`src/rtl/seq_det_scheduler.sv`:
```
// seq_det_scheduler: round-robin front end that feeds words from two
// requesters, MSB first, into one serial Moore pattern detector and returns
// one saturating match count per word.
// Build option: define SEQ_DET_OVERLAP_EN to let consecutive matches share
// bits; the default build restarts the search after every match.
module seq_det_scheduler #(
  parameter int unsigned       WORD_W      = 16,
  parameter int unsigned       PAT_W       = 6,
  parameter logic [PAT_W-1:0]  PAT_DEFAULT = 6'b110101,
  parameter int unsigned       CNT_W       = 5
) (
  input  logic              clk,
  input  logic              reset,
  input  logic              req0_valid,
  input  logic [WORD_W-1:0] req0_data,
  output logic              req0_ready,
  input  logic              req1_valid,
  input  logic [WORD_W-1:0] req1_data,
  output logic              req1_ready,
  input  logic              pat_load,
  input  logic [PAT_W-1:0]  pat_in,
  output logic              busy,
  output logic              x_out,
  output logic              y_det,
  output logic              resp_valid,
  output logic              resp_id,
  output logic [CNT_W-1:0]  resp_count
);

  localparam int BIT_W = (WORD_W > 1) ? $clog2(WORD_W) : 1;
  localparam int HL_W  = $clog2(PAT_W + 1);

  typedef enum logic [1:0] {
    S_IDLE   = 2'd0,
    S_SHIFT  = 2'd1,
    S_REPORT = 2'd2
  } state_t;

  state_t              state_q, state_d;
  logic                rr_last_q;
  logic [PAT_W-1:0]    pat_q;
  logic [WORD_W-1:0]   word_q;
  logic [BIT_W-1:0]    bit_q;
  logic [PAT_W-2:0]    hist_q, hist_d;
  logic [HL_W-1:0]     hlen_q, hlen_d;
  logic [CNT_W-1:0]    count_q;
  logic                id_q;
  logic                y_q;

  logic                grant;
  logic                accept;
  logic                last_bit;
  logic [PAT_W-1:0]    hist_shift;
  logic [HL_W-1:0]     hlen_inc;
  logic                match;

  // Count increment that sticks at the all-ones value.
  function automatic logic [CNT_W-1:0] sat_inc(input logic [CNT_W-1:0] c);
    return (&c) ? c : c + 1'b1;
  endfunction

  // Round-robin pick: a lone requester wins, a tie goes to whoever was not served last.
  always_comb begin
    grant = 1'b0;
    if (req0_valid && req1_valid) begin
      grant = ~rr_last_q;
    end else if (req1_valid) begin
      grant = 1'b1;
    end
  end

  // Detector step: append the presented bit and test the newest PAT_W bits
  // collected since the word start (or since the previous match).
  always_comb begin
    hist_shift = {hist_q, word_q[WORD_W-1]};
    hlen_inc   = (hlen_q == HL_W'(PAT_W)) ? hlen_q : hlen_q + 1'b1;
    match      = (hlen_inc == HL_W'(PAT_W)) && (hist_shift == pat_q);
`ifdef SEQ_DET_OVERLAP_EN
    // History survives a match, so trailing bits can start the next one.
    hist_d     = hist_shift[PAT_W-2:0];
    hlen_d     = hlen_inc;
`else
    // A match consumes its bits; the search restarts from nothing.
    hist_d     = match ? '0 : hist_shift[PAT_W-2:0];
    hlen_d     = match ? '0 : hlen_inc;
`endif
  end

  assign last_bit = (bit_q == BIT_W'(WORD_W - 1));

  // State register.
  always_ff @(posedge clk or posedge reset) begin
    if (reset) begin
      state_q <= S_IDLE;
    end else begin
      state_q <= state_d;
    end
  end

  // Next state and all externally visible strobes.
  always_comb begin
    state_d    = state_q;
    req0_ready = 1'b0;
    req1_ready = 1'b0;
    accept     = 1'b0;
    busy       = 1'b0;
    x_out      = 1'b0;
    resp_valid = 1'b0;
    resp_id    = 1'b0;
    resp_count = '0;
    case (state_q)
      S_IDLE: begin
        req0_ready = req0_valid && !grant;
        req1_ready = req1_valid && grant;
        accept     = req0_valid || req1_valid;
        if (accept) begin
          state_d = S_SHIFT;
        end
      end
      S_SHIFT: begin
        busy  = 1'b1;
        x_out = word_q[WORD_W-1];
        if (last_bit) begin
          state_d = S_REPORT;
        end
      end
      S_REPORT: begin
        busy       = 1'b1;
        resp_valid = 1'b1;
        resp_id    = id_q;
        resp_count = count_q;
        state_d    = S_IDLE;
      end
      default: state_d = S_IDLE;
    endcase
  end

  assign y_det = y_q;

  // Word capture, bit shifting, detector history, match count and pattern register.
  always_ff @(posedge clk or posedge reset) begin
    if (reset) begin
      pat_q     <= PAT_DEFAULT;
      rr_last_q <= 1'b1;
      word_q    <= '0;
      bit_q     <= '0;
      hist_q    <= '0;
      hlen_q    <= '0;
      count_q   <= '0;
      id_q      <= 1'b0;
      y_q       <= 1'b0;
    end else begin
      y_q <= 1'b0;
      case (state_q)
        S_IDLE: begin
          if (pat_load) begin
            pat_q <= pat_in;
          end
          if (accept) begin
            word_q    <= grant ? req1_data : req0_data;
            id_q      <= grant;
            rr_last_q <= grant;
            bit_q     <= '0;
            hist_q    <= '0;
            hlen_q    <= '0;
            count_q   <= '0;
          end
        end
        S_SHIFT: begin
          word_q <= word_q << 1;
          bit_q  <= bit_q + 1'b1;
          hist_q <= hist_d;
          hlen_q <= hlen_d;
          if (match) begin
            count_q <= sat_inc(count_q);
            y_q     <= 1'b1;
          end
        end
        default: ;
      endcase
    end
  end

endmodule

```
`config.mk`:
```
export PLATFORM = sky130hd
export DESIGN_NAME = seq_det_scheduler
export DESIGN_NICKNAME = d
export VERILOG_FILES = /design/src/rtl/seq_det_scheduler.sv
export SDC_FILE = /design/constraint.sdc
export NUM_CORES = 1
export LEC_CHECK = 0
export CAP_MARGIN = 20
export CORE_AREA = 2 2 72 92
export CTS_BUF_LIST = sky130_fd_sc_hd__clkbuf_8
export DETAILED_ROUTE_END_ITERATION = 16
export DIE_AREA = 0 0 74 94
export PLACE_DENSITY = 0.75
export SLEW_MARGIN = 20
export SYNTH_ARGS = -nofsm -noshare
export SYNTH_HDL_FRONTEND = slang
export SYNTH_SLANG_ARGS = --single-unit
```
`constraint.sdc`:
```
create_clock -name clk -period 5.85 [get_ports clk]
set_clock_uncertainty 0.05 [all_clocks]
set_input_delay 1.755 -clock clk [delete_from_list [all_inputs] [get_ports clk]]
set_output_delay 1.755 -clock clk [all_outputs]
set_load 0.05 [all_outputs]
```
======== After elaboration in Yosys (flattened, before gate mapping) ========
Index checks and enable logic that the tools add are counted.
storage, ports and cells
  bits in registers ....................... 44
  input port bits ......................... 43
  output and inout bits ................... 12
  logic and storage cells ................. 70
operators by class
  $add $sub $neg .......................... 3
  equality and inequality tests ........... 11
  mux-type cells .......................... 30
  bitwise logic cells ..................... 1
  reduce and logical (&&, ||, !) cells .... 15
operators by type and width
  cell                 number
  $mux 16              2
  $pmux 16 s2          1
  $mux 5               5
  $pmux 5 s2           2
  $mux 1               11
  $ne 2x2->1 const B   5
  $mux 3               3
  $pmux 4 s2           1
  $reduce_and 2->1     4
  $eq 3x3->1 const B   2
  $eq 6x6->1           1
  $pmux 3 s2           1
  $add 5x1->5 const B  1
  $reduce_and 5->1     1
  $add 4x1->4 const B  1
  $eq 4x4->1 const B   1
  $logic_and 1x1->1    4
  $mux 2               2
  $mux 4               1
  $pmux 2 s2           1
  $reduce_and 4->1     1
  $add 3x1->3 const B  1
  $eq 2x1->1 const B   1
  $eq 2x2->1 const B   1
  other kinds (6)      6

======== Longest topological paths before layout ========
Gate-level depths: netlist (run 1).
  word-level depth ........................ 6
  depth in mapped cells ................... 7
  gate-level depth less buffers ........... 7

======== Worst setup path before layout (run 1) ========
Ideal clock, no wire load.
  path type ............................... input to output
  from .................................... input req1_valid
  to ...................................... output req1_ready
  arrival ................................. 2.859 ns
  required time ........................... 4.045 ns
  setup slack ............................. 1.186 ns
  stages on the path ...................... 4
  buffers on the path ..................... 2
  cell sequence ........................... a21boi_0 > buf_2 > buf_2 > and2_1
between the ends
  longest elaborated chain between the ends .. 4
  elaborated cells between the ends (all ways) .. 5
  classes of those cells .................. mux (3); reduce/logical (2)
RTL lines
  what                                                line    source
  from (decl)                                         17      input logic req1_valid,
  $mux 1 / $logic_and 1x1->1 (equally long branches)  67, 65
  $mux 1                                              65      if (req0_valid && req1_valid) begin
  $logic_and 1x1->1 (*)                               114     req1_ready = req1_valid && grant;
  $mux 1 (*)                                          111     case (state_q)
  to (decl)                                           19      output logic req1_ready,
Mark *: on every way between the ends. The rest lies on a longest branch, timed or not.

======== Worst setup path after layout (run 1) ========
  from .................................... input req0_valid
  to ...................................... output req0_ready
between the ends
  longest elaborated chain between the ends .. 5
RTL lines
  what                   line  source
  from (decl)            14    input logic req0_valid,
  $logic_and 1x1->1      65
  $mux 1                 65
  $logic_not 1->1        113   req0_ready = req0_valid && !grant;
  $logic_and 1x1->1 (*)  113
  $mux 1 (*)             111
  to (decl)              16    output logic req0_ready,
Marks and branches as above.

==> impl_metrics.toml, run 1 <==
[power]
powerDensity_nw_per_um2 = 433
irDropWorstVdd_mv = 0.168
p_leak_nw = 1.35

[clock_network]
cts_setup_buffers = 0
h-tree-depth = 2
ctsHoldBuffers = 0
cts_resized = 0
clk-insertion-delay-late_ps = 300
clk_pin_slew_worst_paths_ps = 80
cts_tree = "yes"
clk_path_buf_depth = 2
cts-buffers-inserted = 5
clock_sinks = 44
clockRootBuffer = "clkbuf_8"

[synth]
synth_cells = 219
synth_most_common_cell = "dfrtp_1"
synth_area_leaders = "dfrtp_1, mux2i_1, dfstp_2"
ys_ff_latch = 44
ys_top_cells_by_count = "dfrtp_1, mux2i_1, nand2_1, o21ai_0"
synth_cell_types = 43
ys_seq_area_frac = 0.467
syn_nets = 270
synth_area_um2 = 2370
synthArstFlopShare = 1.00
synth_area_per_cell_um2 = 10.8
ys_warn_count = 0
synth_area_leader_cell = "dfrtp_1"
synth_top_area_frac = 0.412
ys.flop_type = "dfrtp_1"
synth_edf_count = 0

[final_layout]
fill_cells = 543
drive_gt1_frac = 0.139
final_nets = 324
stdcell_area_um2 = 3140
num_antenna_cells = 0
syn2layout_area_growth_pct = 32.3

[setup_path]
worstPathRequired_ps = 4050
end_kind = "output port"
criticalPathCategory = "input pin to output port"
reg2reg_slack_ps = 3350
critPathMaxFanout = 6
start_kind = "input pin"
reg2reg_from = "state_q[0]$_DFFE_PP0P_"
arrival_ps = 3400
r2r_end = "bit_q[2]$_DFFE_PP0P_"
reg2reg_depth = 8

[grt]
grt_usage = 0.150
overflow = 0
grt_max_degree = 45
grt_pass1_wl_um = 8150
antenna_found_initial = 0
first_global_vias = 1853

[routing]
drt_iter0_markers = 119
routedWlPerCell_um = 13.4
routed_wirelength_um = 4800
vias_per_cell = 5.06
drcViolationCount = 0
vias = 1816
drt_pre_antenna_iters = 4
antenna_left = 0

[sta]
slew_headroom = 0.578
grt_setup_unrepaired = "false"
worstMarginPinSlew_ps = 631
period_share = 0.890
final.setup.tns_ps = 0
min_period_ps = 5210
max_freq_ghz = 0.192
hold_viol_final = 0
whs_ps = 442
final-max-slew-violation-count = 0
setup_viol = 0

[flow_run]
cap_violations = 0

[min_path]
min_from = "word_q[0]$_DFFE_PP0P_"
hp-class = "flop to flop"
holdPathEnd = "word_q[0]$_DFFE_PP0P_"
whs_path_depth = 2

[placed_design]
hpwl_um = 3490
io_buffers = 54
gp_congestion = 0.752
dpl_cell_area_um2 = 3010

[status]
status = "complete, no violations"

[floorplanning]
fp.dieW_um = 74
die-area_um2 = 6960
coreArea_um2 = 6050
io_pins = 55
initial_core_util = 0.392
dieHeight_um = 94
rows = 32
-- layout make-up --
type                            instances  area [um^2]  share of cell area
Sequential cell                        44         1110               0.353
Clock inverter                          2         38.8              0.0124
Inverter                                6         22.5             0.00718
Clock buffer                            6         82.6              0.0263
Tap cell                               85          106              0.0339
Multi-Input combinational cell        158         1210               0.386
Timing Repair Buffer                   58          568               0.181
-- cells by family after synthesis --
family	share of synthesized area
flip-flops	0.467
AO/OA/AOI/OAI	0.176
multiplexers	0.127
adder cells (fa/ha/maj)	0.0422
buffers and inverters	0.0285
XOR/XNOR	0.0296
AND/OR/NAND/NOR	0.130
-- metal layers --
metal	global-route usage	share of wire
met5	0	0
met4	0.0545	0.017
met3	0.0268	0.031
met2	0.266	0.53
met1	0.176	0.42
-- registers in the layout, summed over array words and instances (netlist names) --
signal     cells
id_q           1
pat_q          6
state_q        2
rr_last_q      1
bit_q          4
hlen_q         3
y_det          1
hist_q         5
count_q        5
word_q        16
-- through the flow --
step                      total power, mW   util  setup slack, ps  cells
after CTS                            1.37  0.517              639    359
after global placement               1.10  0.497              675    351
after floorplan                     0.968      -             1190    219
after global routing                 1.46  0.519              533    359
after detailed placement             1.13  0.497              640    351
final                                1.36  0.519              641    359
-- power breakdown --
| part | switching, mW | internal (mW) | leakage, nW |
|---|---|---|---|
| Sequential | 0.0947 | 0.436 | 0.560 |
| Clock | 0.106 | 0.140 | 0.0614 |
| Combinational | 0.325 | 0.257 | 0.733 |
| Total | 0.525 | 0.833 | 1.35 |
-- worst max-delay path by stage --
stage	endpoint	depth (start not counted)	startpoint	slack [ps]
global placement	req0_ready	4	req0_valid	680
detailed placement	req0_ready	4	req0_valid	640
global route	req0_ready	4	req0_valid	530
finish	req0_ready	4	req0_valid	640
floorplan	req1_ready	4	req1_valid	1190
CTS	req0_ready	4	req0_valid	640
-- worst max-delay path, stage by stage --
cell and delay, ps:
clkdlybuf4s50_1 570, nand2_1 70, a21oi_1 170, clkdlybuf4s50_1 830
-- cell usage in the layout, fill, tap and decap left out, drive strengths merged, types with 7 or more instances in the layout --
cell type and instances:
xor2 7, mux2 8, dfrtp 39, clkdlybuf4s50 53, nand2 19, a22oi 13
and2 8, a21oi 13, o21ai 20, mux2i 21, nor2 9, ha 8
Note: power is estimated with default switching activity, not from simulation.
==> run 2: changes to the inputs <==
--- a/config.mk
+++ b/config.mk
@@ -6,10 +6,10 @@
 export NUM_CORES = 1
 export LEC_CHECK = 0
 export CAP_MARGIN = 20
-export CORE_AREA = 2 2 72 92
+export CORE_AREA = 2 2 80 82
 export CTS_BUF_LIST = sky130_fd_sc_hd__clkbuf_8
 export DETAILED_ROUTE_END_ITERATION = 16
-export DIE_AREA = 0 0 74 94
+export DIE_AREA = 0 0 82 84
 export PLACE_DENSITY = 0.75
 export SLEW_MARGIN = 20
 export SYNTH_ARGS = -nofsm -noshare
==> constraint.sdc (replaced) <==
create_clock -name clk -period 5.5 [get_ports clk]
set_clock_uncertainty 0.05 [all_clocks]
set_input_delay 1.65 -clock clk [delete_from_list [all_inputs] [get_ports clk]]
set_output_delay 1.65 -clock clk [all_outputs]
set_load 0.05 [all_outputs]
==> impl_metrics.toml, run 2 (same netlist as run 1, synthesis figures left out) <==
[setup_path]
worstPathRequired_ps = 3800
end_kind = "output port"
start_kind = "input pin"
crit_top_cell = "clkdlybuf4s50_1"
slowest_stage = "clkdlybuf4s50_1"
criticalPathCategory = "input pin to output port"
path_buf_inv = 2
arrival_ps = 3340
cpPeakStageDelay_ps = 840
critPathMaxFanout = 6
cp_cell_sequence = "clkdlybuf4s50_1, nand2_1, a21oi_1, clkdlybuf4s50_1"
path_delay_family = "buffers and inverters"

[routing]
routedWlPerCell_um = 13.1
wl_met2_um = 2370
wl_met1_um = 1960
wl_met3_um = 190
vias = 1795
routed_wirelength_um = 4610
drt_iter0_markers = 79
dr.max_layer_used = "met4"
drcViolationCount = 0
drt_pre_antenna_iters = 4
antenna_left = 0
vias_per_cell = 5.11

[final_layout]
largest_reg_flops = 16
syn2layout_area_growth_pct = 31.9
largestRegisters = "word_q (16), pat_q (6)"
drive_gt1_frac = 0.139
layout_common_cells = "clkdlybuf4s50_1, dfrtp_1, mux2i_1"
final_nets = 324
top_register = "word_q"
layout_commonest_cell = "clkdlybuf4s50_1"
num_antenna_cells = 0

[sta]
final-max-slew-violation-count = 0
hold_viol_final = 0
slew_headroom = 0.576
period_share = 0.916
final.setup.tns_ps = 0
min_period_ps = 5040
worstMarginPinSlew_ps = 634
setup_viol = 0
grt_setup_unrepaired = "false"
max_freq_ghz = 0.198

[floorplanning]
initial_core_util = 0.389
fp.dieW_um = 82
coreArea_um2 = 6100
dieHeight_um = 84
io_pins = 55
die-area_um2 = 6890
rows = 29

[clock_network]
clk-insertion-delay-late_ps = 300
cts_setup_buffers = 0
cts_tree = "yes"
ctsHoldBuffers = 0
clk_path_buf_depth = 2
h-tree-depth = 2
clock_sinks = 44
clockRootBuffer = "clkbuf_8"
clk_pin_slew_worst_paths_ps = 80
cts_resized = 0
cts-buffers-inserted = 5

[power]
irDropWorstVdd_mv = 0.168
p_leak_nw = 1.35
powerDensity_nw_per_um2 = 461
finalPower_mw = 1.44

[status]
status = "complete, no violations"

[grt]
overflow = 0
grt_pass1_wl_um = 7790
first_global_vias = 1774
grt_max_degree = 45
grt_usage = 0.145
antenna_found_initial = 0

[min_path]
hp-class = "flop to flop"

[placed_design]
gp_congestion = 0.818
hpwl_um = 3350
io_buffers = 54

[flow_run]
cap_violations = 0
-- run 2: cell type report --
cell class	count	area, um^2
well taps	77	96.3
inverters	6	22.5
fillers	575	2970
clock inverters	2	38.8
multi-input cells	158	1210
clock buffers	6	82.6
flip-flops and latches	44	1110
repair buffers	58	568
-- run 2: layer usage --
layer  global-route usage  up-vias
met1                0.174      851
met2                0.250       35
li1                     -      899
met4               0.0561        0
met5                    0        -
met3               0.0281       10
-- run 2: report_power, final --
group,internal [mW],switching (mW)
combinational,0.274,0.347
sequential,0.464,0.0957
clock,0.149,0.112
total,0.886,0.555
-- run 2: through the flow --
stage                     setup slack, ps  utilization  hold slack (ps)  instance area (um^2)  cells
after floorplan                      1050            -              400                  2370    219
after global placement                528        0.492              412                  3000    343
after detailed placement              446        0.492              427                  3000    343
after CTS                             450        0.511              446                  3120    351
after global routing                  363        0.513              476                  3130    351
final                                 462        0.513              442                  3130    351
-- run 2: worst paths after layout --
check	from	end	slack (ps)	cells after the start
min reg2reg	word_q[0]$_DFFE_PP0P_	word_q[0]$_DFFE_PP0P_	440	2
min	word_q[0]$_DFFE_PP0P_	word_q[0]$_DFFE_PP0P_	440	2
max reg2reg	state_q[0]$_DFFE_PP0P_	bit_q[2]$_DFFE_PP0P_	2990	8
min in group asynchronous	reset	word_q[4]$_DFFE_PP0P_	1740	3
max	req0_valid	req0_ready	460	4
max in group asynchronous	reset	rr_last_q$_DFFE_PP1P_	3290	3
-- run 2: worst register-to-register path: stages (launching register included) --
cell     delay [ps]
dfrtp_1         420
inv_1            90
ha_1            490
or3b_1          440
o21ai_2          70
buf_4           340
nor2_1           70
mux2_2          260
a22o_1          180
==> run 3: changes to the inputs <==
--- a/config.mk
+++ b/config.mk
@@ -7,10 +7,10 @@
 export LEC_CHECK = 0
 export CAP_MARGIN = 20
 export CORE_AREA = 2 2 80 82
-export CTS_BUF_LIST = sky130_fd_sc_hd__clkbuf_8
 export DETAILED_ROUTE_END_ITERATION = 16
 export DIE_AREA = 0 0 82 84
-export PLACE_DENSITY = 0.75
+export PLACE_DENSITY = 0.78
+export RECOVER_POWER = 100
 export SLEW_MARGIN = 20
 export SYNTH_ARGS = -nofsm -noshare
 export SYNTH_HDL_FRONTEND = slang
==> constraint.sdc (replaced) <==
create_clock -name clk -period 4.2 [get_ports clk]
set_clock_uncertainty 0.05 [all_clocks]
set_input_delay 1.26 -clock clk [delete_from_list [all_inputs] [get_ports clk]]
set_output_delay 1.26 -clock clk [all_outputs]
set_load 0.05 [all_outputs]
==> impl_metrics.toml, run 3 (same netlist as run 1, synthesis figures left out) <==
[floorplanning]
io_pins = 55
rows = 29
coreArea_um2 = 6100
dieHeight_um = 84
die-area_um2 = 6890
fp.dieW_um = 82
initial_core_util = 0.389

[min_path]
whs_path_depth = 2
holdPathEnd = "id_q$_DFFE_PP0P_"
hp-class = "flop to flop"
min_from = "id_q$_DFFE_PP0P_"

[setup_path]
worstPathRequired_ps = 2890
path_buf_inv = 2
end_kind = "output port"
r2r_end = "count_q[2]$_DFFE_PP0P_"
critPathMaxFanout = 6
path_delay_family = "buffers and inverters"
cpPeakStageDelay_ps = 650
reg2reg_slack_ps = 930
arrival_ps = 2630
cp_cell_sequence = "dlygate4sd3_1, nand2_1, a21oi_1, clkbuf_1"
criticalPathCategory = "input pin to output port"
reg2reg_from = "hlen_q[0]$_DFFE_PP0P_"
slowest_stage = "dlygate4sd3_1"
start_kind = "input pin"
reg2reg_depth = 7

[final_layout]
largestRegisters = "word_q (16), pat_q (6)"
layout_common_cells = "dfrtp_1, clkdlybuf4s50_1, mux2i_1"
top_register = "word_q"
num_antenna_cells = 0
ff_latch_area_um2 = 1110
syn2layout_area_growth_pct = 30.5
largest_reg_flops = 16
fill_cells = 569
finish.utilization = 0.507
multi_input_area_um2 = 1170
fin_cells = 354
layout_commonest_cell = "dfrtp_1"
final_nets = 327
drive_gt1_frac = 0.126

[clock_network]
clock_sinks = 44
cts-buffers-inserted = 5
clk_path_buf_depth = 2
clk-insertion-delay-late_ps = 290
cts_resized = 0
clockRootBuffer = "clkbuf_8"
cts_tree = "yes"
h-tree-depth = 2
cts_setup_buffers = 0
ctsHoldBuffers = 0
clk_pin_slew_worst_paths_ps = 80

[flow_run]
cap_violations = 0

[status]
status = "complete, no violations"

[placed_design]
hpwl_um = 3430
preCtsSetupSlack_ps = 437
gp_congestion = 0.760
io_buffers = 54
numPlacedInstances = 346

[grt]
grt_usage = 0.147
grt_pass1_wl_um = 7970
antenna_found_initial = 0
grt-busiest-layer = "met2"
met3_usage = 0.0335
met1_usage = 0.169
overflow = 0
first_global_vias = 1864
grt_max_degree = 31
use_met2 = 0.260

[sta]
hold_viol_final = 0
period_share = 0.939
max_freq_ghz = 0.254
final.setup.tns_ps = 0
worstMarginPinSlew_ps = 1100
setup_viol = 0
final-max-slew-violation-count = 0
whs_ps = 440
min_period_ps = 3940
setup_ws_ps = 257
slew_headroom = 0.268
grt_setup_unrepaired = "false"

[routing]
vias_per_cell = 5.20
vias = 1840
routedWlPerCell_um = 13.4
drt_iter0_markers = 115
drcViolationCount = 0
routed_wirelength_um = 4740
drt_pre_antenna_iters = 4
antenna_left = 0

[power]
powerDensity_nw_per_um2 = 596
p_leak_nw = 1.39
irDropWorstVdd_mv = 0.214
## run 3: how the worst max path moves through the flow
| stage | start | end | slack [ps] | cells after the start |
|---|---|---|---|---|
| floorplan | req1_valid | req1_ready | 530 | 4 |
| global placement | req1_valid | req1_ready | 440 | 4 |
| detailed placement | req1_valid | req1_ready | 440 | 4 |
| CTS | req1_valid | req1_ready | 430 | 4 |
| global route | req0_valid | req0_ready | 200 | 4 |
| finish | req0_valid | req0_ready | 260 | 4 |
## run 3: per-stage QoR
step                total power [mW]  instance area, um^2
floorplan                       1.35                 2370
finish                          1.84                 3090
global route                    1.96                 3090
detailed placement              1.58                 3040
global placement                1.55                 3040
CTS                             1.90                 3150
## run 3: final cells by class
type                            count  area share
Clock buffer                        6      0.0235
Clock inverter                      2      0.0113
Inverter                            6     0.00728
Multi-Input combinational cell    158       0.378
Sequential cell                    44       0.358
Tap cell                           77      0.0312
Timing Repair Buffer               61       0.191
## run 3: routing by layer
layer | part of all wire | routed length (um) | vias to the layer above
met4 | 0.012 | 57 | 0
li1 | - | - | 910
met3 | 0.046 | 219 | 5
met1 | 0.42 | 2000 | 878
met2 | 0.52 | 2450 | 47
met5 | 0 | 0 | -
## run 3: power breakdown
group	internal (mW)	total (mW)	switching [mW]	leakage, nW
Sequential	0.608	0.739	0.131	0.560
Clock	0.176	0.316	0.139	0.0552
Combinational	0.350	0.786	0.436	0.773
Total	1.13	1.84	0.707	1.39
## run 3: tightest hold or removal path, delay by kind of cell (launching register included)
| kind | cells | cell delay (ps) |
|---|---|---|
| and+or+nand+nor | 1 | 70 |
| AOI/OAI and AO/OA | 1 | 40 |
| DFF | 1 | 340 |
